--- src/rtl/jtopl_eg_pkg.sv ---
// Shared types and constants for the time-multiplexed OPL envelope generator.
package jtopl_eg_pkg;

  typedef enum logic [1:0] {
    ATTACK  = 2'd0,
    DECAY   = 2'd1,
    SUSTAIN = 2'd2,
    RELEASE = 2'd3
  } eg_state_e;

  localparam int FCNTW = 15;

  // All-ones attenuation (silence) for an envelope of the given width.
  function automatic logic [31:0] eg_max(input int unsigned egw);
    return (32'd1 << egw) - 32'd1;
  endfunction

endpackage

--- src/rtl/jtopl_eg_step.sv ---
// Combinational ADSR step: next level/state for the slot currently being processed.
module jtopl_eg_step
  import jtopl_eg_pkg::*;
#(
  parameter int EGW = 10
) (
  input  logic [EGW-1:0]   level,
  input  eg_state_e        state,
  input  logic [3:0]       arate,
  input  logic [3:0]       drate,
  input  logic [3:0]       rrate,
  input  logic [3:0]       sl,
  input  logic             en_sus,
  input  logic [FCNTW-1:0] fcnt,
  input  logic             kon_edge,
  input  logic             koff_edge,
  output logic [EGW-1:0]   level_nx,
  output eg_state_e        state_nx
);

  localparam logic [EGW-1:0] FULL = EGW'(eg_max(EGW));

  logic [3:0]       rate;
  logic [FCNTW-1:0] mask;
  logic             stp;
  logic [EGW-1:0]   thr;
  logic [EGW-1:0]   inc;
  logic [EGW-1:0]   atk;

  always_comb begin
    case (state)
      ATTACK:  rate = arate;
      DECAY:   rate = drate;
      SUSTAIN: rate = en_sus ? 4'd0 : rrate;
      default: rate = rrate;
    endcase
  end

  // Rate R steps when the low (15-R) frame-counter bits are all zero.
  assign mask = {FCNTW{1'b1}} >> rate;
  assign stp  = (rate != 4'd0) && ((fcnt & mask) == '0);
  assign thr  = (sl == 4'hF) ? FULL : {sl, {(EGW-4){1'b0}}};
  assign inc  = (level == FULL) ? FULL : level + 1'b1;
  assign atk  = (level == '0) ? '0 : level - (level >> 3) - 1'b1;

  always_comb begin
    level_nx = level;
    state_nx = state;
    if (kon_edge) begin
      state_nx = ATTACK;
      if (arate == 4'hF) begin
        level_nx = '0;
        state_nx = DECAY;
      end
    end else if (koff_edge) begin
      state_nx = RELEASE;
    end else if (stp) begin
      case (state)
        ATTACK: begin
          level_nx = atk;
          if (atk == '0) state_nx = DECAY;
        end
        DECAY: begin
          level_nx = inc;
          if (inc >= thr) state_nx = SUSTAIN;
        end
        default: level_nx = inc;
      endcase
    end
  end

endmodule

--- src/rtl/jtopl_eg_seq.sv ---
// Time-multiplexed ADSR envelope generator: slot/frame counters, per-slot state, output registers.
// Define JTOPL_EG_AM_EN to add saturating LFO amplitude modulation on eg_out.
module jtopl_eg_seq
  import jtopl_eg_pkg::*;
#(
  parameter int SLOTS = 18,
  parameter int EGW   = 10
) (
  input  logic                     clk,
  input  logic                     rst_n,
  input  logic                     cen,
  output logic [$clog2(SLOTS)-1:0] slot,
  output logic                     zero,
  input  logic [SLOTS-1:0]         keyon,
  input  logic                     en_sus,
  input  logic [3:0]               arate,
  input  logic [3:0]               drate,
  input  logic [3:0]               rrate,
  input  logic [3:0]               sl,
  input  logic [3:0]               lfo_am,
  output logic [EGW-1:0]           eg_out,
  output logic [$clog2(SLOTS)-1:0] eg_slot,
  output logic                     eg_valid,
  output logic                     pg_rst
);

  localparam int              SW   = $clog2(SLOTS);
  localparam logic [EGW-1:0]  FULL = EGW'(eg_max(EGW));
  localparam logic [SW-1:0]   LAST = SW'(SLOTS - 1);

  logic [FCNTW-1:0] fcnt;
  logic [EGW-1:0]   level_mem [SLOTS];
  eg_state_e        state_mem [SLOTS];
  logic [SLOTS-1:0] kon_mem;

  logic             kon_edge;
  logic             koff_edge;
  logic [EGW-1:0]   level_nx;
  eg_state_e        state_nx;
  logic [EGW-1:0]   out_nx;

  assign zero      = (slot == '0);
  assign kon_edge  = keyon[slot] & ~kon_mem[slot];
  assign koff_edge = ~keyon[slot] & kon_mem[slot];

  jtopl_eg_step #(.EGW(EGW)) u_step (
    .level     (level_mem[slot]),
    .state     (state_mem[slot]),
    .arate     (arate),
    .drate     (drate),
    .rrate     (rrate),
    .sl        (sl),
    .en_sus    (en_sus),
    .fcnt      (fcnt),
    .kon_edge  (kon_edge),
    .koff_edge (koff_edge),
    .level_nx  (level_nx),
    .state_nx  (state_nx)
  );

`ifdef JTOPL_EG_AM_EN
  logic [EGW:0] am_sum;
  assign am_sum = {1'b0, level_nx} + (EGW+1)'({lfo_am, 2'b00});
  assign out_nx = am_sum[EGW] ? FULL : am_sum[EGW-1:0];
`else
  logic unused_am;
  assign unused_am = ^lfo_am;
  assign out_nx    = level_nx;
`endif

  always_ff @(posedge clk or negedge rst_n) begin
    if (!rst_n) begin
      slot     <= '0;
      fcnt     <= '0;
      eg_out   <= FULL;
      eg_slot  <= '0;
      eg_valid <= 1'b0;
      pg_rst   <= 1'b0;
      kon_mem  <= '0;
      for (int unsigned i = 0; i < SLOTS; i++) begin
        level_mem[i] <= FULL;
        state_mem[i] <= RELEASE;
      end
    end else begin
      eg_valid <= cen;
      if (cen) begin
        level_mem[slot] <= level_nx;
        state_mem[slot] <= state_nx;
        kon_mem[slot]   <= keyon[slot];
        eg_out          <= out_nx;
        eg_slot         <= slot;
        pg_rst          <= kon_edge;
        if (slot == LAST) begin
          slot <= '0;
          fcnt <= fcnt + 1'b1;
        end else begin
          slot <= slot + 1'b1;
        end
      end
    end
  end

endmodule

--- config.mk ---
export PLATFORM = sky130hd
export DESIGN_NAME = jtopl_eg_seq
export DESIGN_NICKNAME = d
export VERILOG_FILES = /design/src/rtl/jtopl_eg_pkg.sv /design/src/rtl/jtopl_eg_step.sv /design/src/rtl/jtopl_eg_seq.sv
export SDC_FILE = /design/constraint.sdc
export NUM_CORES = 1
export LEC_CHECK = 0
export BUFFER_PORTS_ARGS = -buffer_cell sky130_fd_sc_hd__buf_2
export CAP_MARGIN = 20
export CELL_PAD_IN_SITES_DETAIL_PLACEMENT = 1
export CELL_PAD_IN_SITES_GLOBAL_PLACEMENT = 2
export CORE_UTILIZATION = 46
export CTS_BUF_LIST = sky130_fd_sc_hd__clkbuf_2 sky130_fd_sc_hd__clkbuf_4 sky130_fd_sc_hd__clkbuf_8
export DETAILED_ROUTE_END_ITERATION = 16
export PLACE_DENSITY = 0.9
export SETUP_SLACK_MARGIN = 0.15
export SLEW_MARGIN = 20
export SYNTH_ARGS = -nofsm -noshare
export SYNTH_HDL_FRONTEND = slang
export SYNTH_SLANG_ARGS = --single-unit
--- constraint.sdc ---
create_clock -name clk -period 14.2 [get_ports clk]
set_input_delay 1.42 -clock clk [delete_from_list [all_inputs] [get_ports clk]]
set_output_delay 1.42 -clock clk [all_outputs]
set_load 0.01 [all_outputs]
==> results of run 1 <==
## sequential cells by signal (all words and copies together) (netlist names)
| register | count |
|---|---|
| eg_out | 10 |
| slot | 5 |
| level_mem | 180 |
| kon_mem | 18 |
| eg_valid | 1 |
| pg_rst | 1 |
| fcnt | 14 |
| state_mem | 36 |
| eg_slot | 5 |
## metrics by stage
step	power (mW)	utilization	hold WS, ps	setup WS (ps)
finish	3.84	0.525	463	7390
global route	4.10	0.525	479	6920
global placement	2.95	0.486	447	7530
detailed placement	3.01	0.486	450	7500
CTS	3.87	0.524	465	7430
floorplan	2.53	-	437	8810
## layout make-up
class                           count  area share
Timing Repair Buffer               83      0.0324
Inverter                           41     0.00984
Tap cell                          390      0.0312
Multi-Input combinational cell    866       0.404
Clock inverter                      8     0.00816
Sequential cell                   270       0.450
Clock buffer                       82      0.0637
## Yosys cell counts (22+ instances only)
cell type                  instances
sky130_fd_sc_hd__nand2_1         221
sky130_fd_sc_hd__mux2i_1          55
sky130_fd_sc_hd__buf_2            22
sky130_fd_sc_hd__nor2_1           31
sky130_fd_sc_hd__ha_1             24
sky130_fd_sc_hd__inv_1            40
sky130_fd_sc_hd__clkbuf_1         61
sky130_fd_sc_hd__xnor2_1          24
sky130_fd_sc_hd__o21ai_1          56
sky130_fd_sc_hd__dfrtp_1          44
sky130_fd_sc_hd__o21ai_0         101
sky130_fd_sc_hd__mux4_2           42
sky130_fd_sc_hd__a21oi_1          35
sky130_fd_sc_hd__dfstp_2         226
sky130_fd_sc_hd__mux2_2           86
## report_power, final
| group | internal (mW) | leakage (nW) | total [mW] | switching, mW |
|---|---|---|---|---|
| clock | 0.498 | 0.601 | 0.832 | 0.334 |
| combinational | 0.624 | 2.88 | 1.69 | 1.06 |
| sequential | 1.16 | 2.91 | 1.33 | 0.163 |
## worst paths after layout
path / slack [ps] / cells after the start / start / endpoint
worst max-delay path: 7390 / 22 / slot[0] / state_mem[20]
worst min-delay path: 460 / 2 / level_mem[30] / level_mem[30]
worst max register to register: 7390 / 22 / slot[0] / state_mem[20]
worst min register to register: 460 / 2 / level_mem[30] / level_mem[30]
max in group asynchronous: 11880 / 2 / rst_n / kon_mem[13]
min in group asynchronous: 990 / 1 / rst_n / slot[4]
## metal layers
metal / vias to the layer above / wire, um / global-route usage
met3: 61 / 1580 / 0.0383
met2: 210 / 18800 / 0.429
met4: 0 / 1150 / 0.0928
met1: 5202 / 17500 / 0.354
li1: 4639 / - / -
met5: - / 0 / 0
## critical path, cell delays in order, from the launching register on
cell,delay (ps)
sky130_fd_sc_hd__dfrtp_4,830
sky130_fd_sc_hd__buf_4,670
sky130_fd_sc_hd__mux4_2,610
sky130_fd_sc_hd__mux2_2,320
sky130_fd_sc_hd__a2111oi_1,880
sky130_fd_sc_hd__inv_1,280
sky130_fd_sc_hd__and3_1,330
sky130_fd_sc_hd__nand2_1,130
sky130_fd_sc_hd__or3_1,290
sky130_fd_sc_hd__and2_1,210
sky130_fd_sc_hd__ha_1,140
sky130_fd_sc_hd__nand2b_1,100
sky130_fd_sc_hd__a21oi_1,70
sky130_fd_sc_hd__nor2b_1,90
sky130_fd_sc_hd__o21ai_0,80
sky130_fd_sc_hd__a21oi_1,180
sky130_fd_sc_hd__o211ai_1,110
sky130_fd_sc_hd__nand2_1,70
sky130_fd_sc_hd__nand3_1,80
sky130_fd_sc_hd__nand2_1,90
sky130_fd_sc_hd__nand4_1,140
sky130_fd_sc_hd__a21oi_2,750
sky130_fd_sc_hd__a31oi_1,200
## logic make-up (layout without fill, tap and decap cells)
logic type                 Yosys count  in the layout  synth area share
AOI/OAI and AO/OA                  288            288             0.126
xor gates and xnor gates            27             27            0.0169
adders and majority gates           25             25            0.0229
buffers and inverters              139            214            0.0436
DFF                                270            270             0.504
muxes                              184            184             0.178
and+or+nand+nor                    342            342             0.109
==> out/results.ini, run 1 <==
[timing]
setup_viol=0
worst-slew-pin-transition_ps=1130
hold_violations=0
rsz0062_at_grt=no
slew_headroom=0.244
finalClockSkew_ps=25.1
post-route-min-period_ps=6810
period_share=0.480
timing_max_transition_violations_final=0
max_freq_mhz=147
totalNegativeSetupSlack_ps=0

[placed_design]
place.port_buffers=60
placement.cell_area_sq_mm=0.0145
number_of_cells_in_the_design_after_placement=1649
detailed_place_hpwl_um=25100
routabilityCongestion=0.901

[synth]
yosys_register_bits=270
mappedNetlistArea_sq_mm=0.0140
yosysSeqAreaShare=0.504
synth-warning-count=0
ys.flop_type=sky130_fd_sc_hd__dfstp_2
syn-mean-instance-area_sq_um=11.0
async_flop_share=1.00
netlist_instances=1275
yosys-top-cells-area=sky130_fd_sc_hd__dfstp_2 (43%), sky130_fd_sc_hd__dfrtp_1 (7.9%), sky130_fd_sc_hd__mux2_2 (6.9%), sky130_fd_sc_hd__mux4_2 (6.8%), sky130_fd_sc_hd__nand2_1 (5.9%)
postSynthNetCount=1342
area_share_of_the_largest_cell_type_after_synthesis=0.425
synth_enable_flop_cells=0
synthDistinctLibCells=81
synth_area_leader_cell=sky130_fd_sc_hd__dfstp_2

[cells_and_area]
flow.area_growth_from_synthesis_pct=12.0
multi_input_area_sq_mm=0.00632
ff_latch_area_sq_mm=0.00705
fin_cells=1740
antennaDiodeCount=0
layout.cells.most_common_list=sky130_fd_sc_hd__dfstp_2 (226), sky130_fd_sc_hd__nand2_1 (220), sky130_fd_sc_hd__o21ai_0 (101)
share_of_final_layout_standard_cells_stronger_than_drive_strength_1=0.407
final_design_area_no_fill_sq_mm=0.0156
n_fill_cell=3185
final_common_cell=sky130_fd_sc_hd__dfstp_2
design.final.nets=1378

[routing]
dr_total_vias=10100
detailedRoute.firstPassIterationCount=5
wirelength_um=39000
dr.first_iter.drc_count=556
postRouteAntennaNets=0
routed_via_density=5.81
wl_per_cell_um=22.4
remaining_drc_errors=0

[clock_tree]
tritoncts_num_sinks=270
ctsHoldBuffers=0
clk_root_buffer_cell=sky130_fd_sc_hd__clkbuf_8
tritoncts.num_buffers=49
tritoncts=built
cts_max_path_buffers=3
clk_transition_reported_paths_ps=60
cts-resized-gates=0
cts_max_level=2
clk-insertion-delay-late_ps=580
cts_post_setup_buffers_inserted=0

[worst_setup_path]
setup_crit_end_kind=flip-flop
timing.critical_path.arrival_ps=7270
class_of_the_most_critical_setup_path=reg2reg
cp_data_required_time_ps=14660
setup.worst_path.start_class=flip-flop
critical_path_peak_fanout=37

[global_route]
track_usage=0.262
grt_max_degree=127
first_pass_grt_wire_length_um=62100
globalRouteOverflowTotal=0
vias_in_the_first_global_route=10800
antenna_found_initial=0

[outcome]
run_status=finished clean

[die]
die_footprint_sq_mm=0.0311
die_w_um=176
std_cell_rows=63
initial_utilization=0.469
ports=65
core_area_sq_mm=0.0298
die_height_um=176

[power]
powerDensity_mw_per_mm2=246
ir_worst_vdd_v=0.000110
power_leakage_nw=6.39

[job]
cap_violations=0

[min_path]
min-delay-path-class=reg2reg

(Power assumes the default switching activity.)
==> run 2, diff against run 1 <==
--- a/config.mk
+++ b/config.mk
@@ -5,14 +5,15 @@
 export SDC_FILE = /design/constraint.sdc
 export NUM_CORES = 1
 export LEC_CHECK = 0
+export ABC_AREA = 1
 export BUFFER_PORTS_ARGS = -buffer_cell sky130_fd_sc_hd__buf_2
 export CAP_MARGIN = 20
 export CELL_PAD_IN_SITES_DETAIL_PLACEMENT = 1
 export CELL_PAD_IN_SITES_GLOBAL_PLACEMENT = 2
-export CORE_UTILIZATION = 46
+export CORE_UTILIZATION = 34
 export CTS_BUF_LIST = sky130_fd_sc_hd__clkbuf_2 sky130_fd_sc_hd__clkbuf_4 sky130_fd_sc_hd__clkbuf_8
 export DETAILED_ROUTE_END_ITERATION = 16
-export PLACE_DENSITY = 0.9
+export PLACE_DENSITY = 0.81
 export SETUP_SLACK_MARGIN = 0.15
 export SLEW_MARGIN = 20
 export SYNTH_ARGS = -nofsm -noshare
==> constraint.sdc (replaced) <==
create_clock -name clk -period 5.7 [get_ports clk]
set_input_delay 0.57 -clock clk [delete_from_list [all_inputs] [get_ports clk]]
set_output_delay 0.57 -clock clk [all_outputs]
set_load 0.01 [all_outputs]
==> run 2 against run 1 <==
Effect of this change: the flow now finishes with violations (negative hold slack); count of clock-buffer cells in the layout is 3 higher; clock skew increased by 9.0 ps; hold slack worse by 510 ps; non-clock buffer count increased by 20; die area increased by 45%; largest cell class unchanged.
==> out/results.ini, run 2 <==
[placed_design]
place.port_buffers=60  ; unchanged
detailed_place_hpwl_um=34400  ; +37%
routabilityCongestion=0.881  ; -2.2%

[synth]
synthDistinctLibCells=47  ; -42%
synth_compound_area_frac=0.0868  ; -0.0393
yosysSeqAreaShare=0.468  ; -0.0356
synth_enable_flop_cells=0  ; unchanged
synth_fa_ha_area_frac=0.0213  ; -0.00162
netlist_instances=2014  ; +58%
ys.flop_type=sky130_fd_sc_hd__dfstp_2
synth_area_leader_cell=sky130_fd_sc_hd__dfstp_2
synth_simple_gate_area_share=0.339  ; +0.230
syn-mean-instance-area_sq_um=7.46  ; -32%
postSynthNetCount=2081  ; +55%
yosys_register_bits=270  ; unchanged
synth_top_family_by_area=simple AND/OR/NAND/NOR gates
async_flop_share=1.00  ; unchanged
yosys-top-cells-area=sky130_fd_sc_hd__dfstp_2 (40%), sky130_fd_sc_hd__nand2_1 (19%), sky130_fd_sc_hd__dfrtp_1 (7.3%), sky130_fd_sc_hd__nand3_1 (6.9%), sky130_fd_sc_hd__o21ai_0 (4.8%)
synth_most_common_cell=sky130_fd_sc_hd__nand2_1
yosys-top-cells-count=sky130_fd_sc_hd__nand2_1 (774), sky130_fd_sc_hd__dfstp_2 (226), sky130_fd_sc_hd__nand3_1 (206)
synth-warning-count=0  ; unchanged
area_share_of_the_largest_cell_type_after_synthesis=0.395  ; -0.0300
muxShareOfSynthArea=0.00200  ; -0.176
mappedNetlistArea_sq_mm=0.0150  ; +7.6%
post_synthesis_share_of_cell_area_spent_on_xor_and_xnor_gates=0.0128  ; -0.00411

[worst_setup_path]
timing.rr.end=level_mem[74]
worst_r2r_path_depth=23  ; +4.5%
critical_path_peak_fanout=54  ; +46%
cp_data_required_time_ps=6270  ; -8390 ps
crit_path_cell_trace=inv_4 > buf_4 > buf_4 > nand2_1 > nand3_1 > nand2_1 > nand2_1 > nand3_1 > nor2_2 > nand3_1 > nand3_2 > inv_1 > nand3_1 > nand2_1 > nand2_1 > nand3_1 > nor2_4 > nand3_4 > nand2_1 > nand3_1 > nand2_2 > nand2_1 > nand2_1
slowest_stage=sky130_fd_sc_hd__dfrtp_4
class_of_the_most_critical_setup_path=reg2reg
setup_crit_end_kind=flip-flop
timing.rr.start=slot[0]
reg2reg_slack_ps=610  ; -6780 ps
cp_common_cell=sky130_fd_sc_hd__nand2_1
slowest_delay_ps=630  ; -250 ps
setup.worst_path.start_class=flip-flop
timing.critical_path.arrival_ps=5670  ; -1600 ps

[clock_tree]
tritoncts=built
clk-insertion-delay-late_ps=650  ; +70 ps
clk_transition_reported_paths_ps=60  ; about the same
cts_post_setup_buffers_inserted=0  ; unchanged
clk_root_buffer_cell=sky130_fd_sc_hd__clkbuf_8
tritoncts_num_sinks=270  ; unchanged
cts_max_path_buffers=3  ; unchanged
cts_max_level=2  ; unchanged
tritoncts.num_buffers=51  ; +4.1%

[timing]
worst-slew-pin-transition_ps=958  ; -173 ps
rsz0062_at_grt=no
hold_violations=4  ; +4
slew_headroom=0.361  ; +0.117
totalNegativeSetupSlack_ps=0  ; unchanged
minimum_hold_slack_ps=-52.1  ; -515 ps
timing_max_transition_violations_final=0  ; unchanged
period_share=0.894  ; +0.414
post-route-min-period_ps=5090  ; -1720 ps
setup_viol=0  ; unchanged
max_freq_mhz=196  ; +34%
finalClockSkew_ps=34.1  ; +9.02 ps

[cells_and_area]
layout.cells.most_common_list=sky130_fd_sc_hd__nand2_1 (774), sky130_fd_sc_hd__dfstp_2 (226), sky130_fd_sc_hd__nand3_1 (206)
largest_registers=level_mem: 180 flops, state_mem: 36 flops, kon_mem: 18 flops
flow.area_growth_from_synthesis_pct=13.2
antennaDiodeCount=0  ; unchanged
registers.top_by_ff_count=level_mem
largest_register_ff_count=180  ; unchanged
share_of_final_layout_standard_cells_stronger_than_drive_strength_1=0.224  ; -0.183
design.final.nets=2124  ; +54%
final_common_cell=sky130_fd_sc_hd__nand2_1

[global_route]
vias_in_the_first_global_route=14600  ; +36%
globalRouteOverflowTotal=0  ; unchanged
track_usage=0.246  ; -0.0160
first_pass_grt_wire_length_um=84900  ; +37%
grt_max_degree=107  ; -16%
antenna_found_initial=0  ; unchanged

[outcome]
run_status=finished with violations
failed_checks=negative hold slack

[routing]
dr_total_vias=14100  ; +39%
routed_via_density=5.24  ; -9.8%
dr.first_iter.drc_count=957  ; +72%
postRouteAntennaNets=0  ; unchanged
wirelength_um=53600  ; +37%
remaining_drc_errors=0  ; unchanged
detailedRoute.firstPassIterationCount=5  ; unchanged
wl_per_cell_um=20.0  ; -11%

[die]
die_height_um=212  ; +20%
core_area_sq_mm=0.0434  ; +46%
ports=65  ; unchanged
die_w_um=212  ; +20%
initial_utilization=0.347  ; -0.122
std_cell_rows=76  ; +21%
die_footprint_sq_mm=0.0450  ; +45%

[job]
cap_violations=0  ; unchanged

[min_path]
min-delay-path-class=in2async

-- run 2: changes by cell type after synthesis, moves of 19 or more --
cell and delta:
sky130_fd_sc_hd__o22ai_1 +24, sky130_fd_sc_hd__mux2i_1 -52, sky130_fd_sc_hd__nand3_1 +191, sky130_fd_sc_hd__o21ai_0 +43
sky130_fd_sc_hd__nand2_1 +553, sky130_fd_sc_hd__buf_2 +19, sky130_fd_sc_hd__mux2_2 -86, sky130_fd_sc_hd__inv_1 +74
sky130_fd_sc_hd__nor2_1 +134, sky130_fd_sc_hd__mux4_2 -42, sky130_fd_sc_hd__o21ai_1 -37
-- run 2: per-layer routing --
metal / GRT usage / up-vias / share of wire
met5: 0 / - / 0
met4: 0.0846 / 0 / 0.028
met3: 0.0390 / 84 / 0.048
met2: 0.385 / 308 / 0.45
met1: 0.343 / 7108 / 0.47
li1: - / 6562 / -
-- run 2: worst max-delay path: cells and delay by family, from the launching register on --
| family | cells | cell delay, ps |
|---|---|---|
| flops | 1 | 630 |
| buf+inv | 4 | 1140 |
| simple gates | 19 | 3120 |
-- run 2: how the worst max path moves through the flow --
| stage | start | endpoint | slack (ps) | depth (start not counted) |
|---|---|---|---|---|
| detailed placement | slot[0] | state_mem[11] | 550 | 25 |
| CTS | slot[0] | state_mem[9] | 520 | 25 |
| floorplan | slot[0] | state_mem[20] | 1640 | 31 |
| global route | slot[0] | state_mem[2] | 150 | 29 |
| global placement | slot[0] | state_mem[9] | 630 | 25 |
| finish | slot[0] | level_mem[74] | 610 | 23 |
-- run 2: logic make-up after synthesis --
group | Yosys count
compound gates | 243
xor+xnor | 22
fa+ha+maj | 25
buf+inv | 230
flops | 270
mux | 3
simple gates | 1221
-- run 2: timing repair --
item / 4_1_cts / 5_1_grt
endpoints found under the setup margin: 0 / 18
endpoints found under the hold margin: 0 / 0
hold buffers: 0 / 0
resized for setup: 0 / 1
-- run 2: final cells by class --
| class | count | area (sq um) |
|---|---|---|
| clock buffers | 85 | 1040 |
| multi-input cells | 1514 | 6950 |
| inverters | 117 | 442 |
| well taps | 585 | 732 |
| repair buffers | 103 | 733 |
| flip-flops and latches | 270 | 7040 |
| fillers | 5443 | 26300 |
| clock inverters | 9 | 77.6 |
-- run 2: through the flow --
step | cell area (sq um) | util | setup slack [ps] | hold slack (ps) | std cells
floorplan | 15000 | - | 1640 | 274 | 2014
global placement | 15900 | 0.366 | 635 | 453 | 2589
detailed placement | 15900 | 0.366 | 547 | 456 | 2589
CTS | 17000 | 0.392 | 523 | 3.35 | 2683
global route | 17000 | 0.393 | 152 | 15.7 | 2683
finish | 17000 | 0.393 | 606 | -52.1 | 2683
Power of run 2 is left out: the tool's default activity adds up to more than one toggle a clock period on the data nets, which glitch-free logic cannot reach.
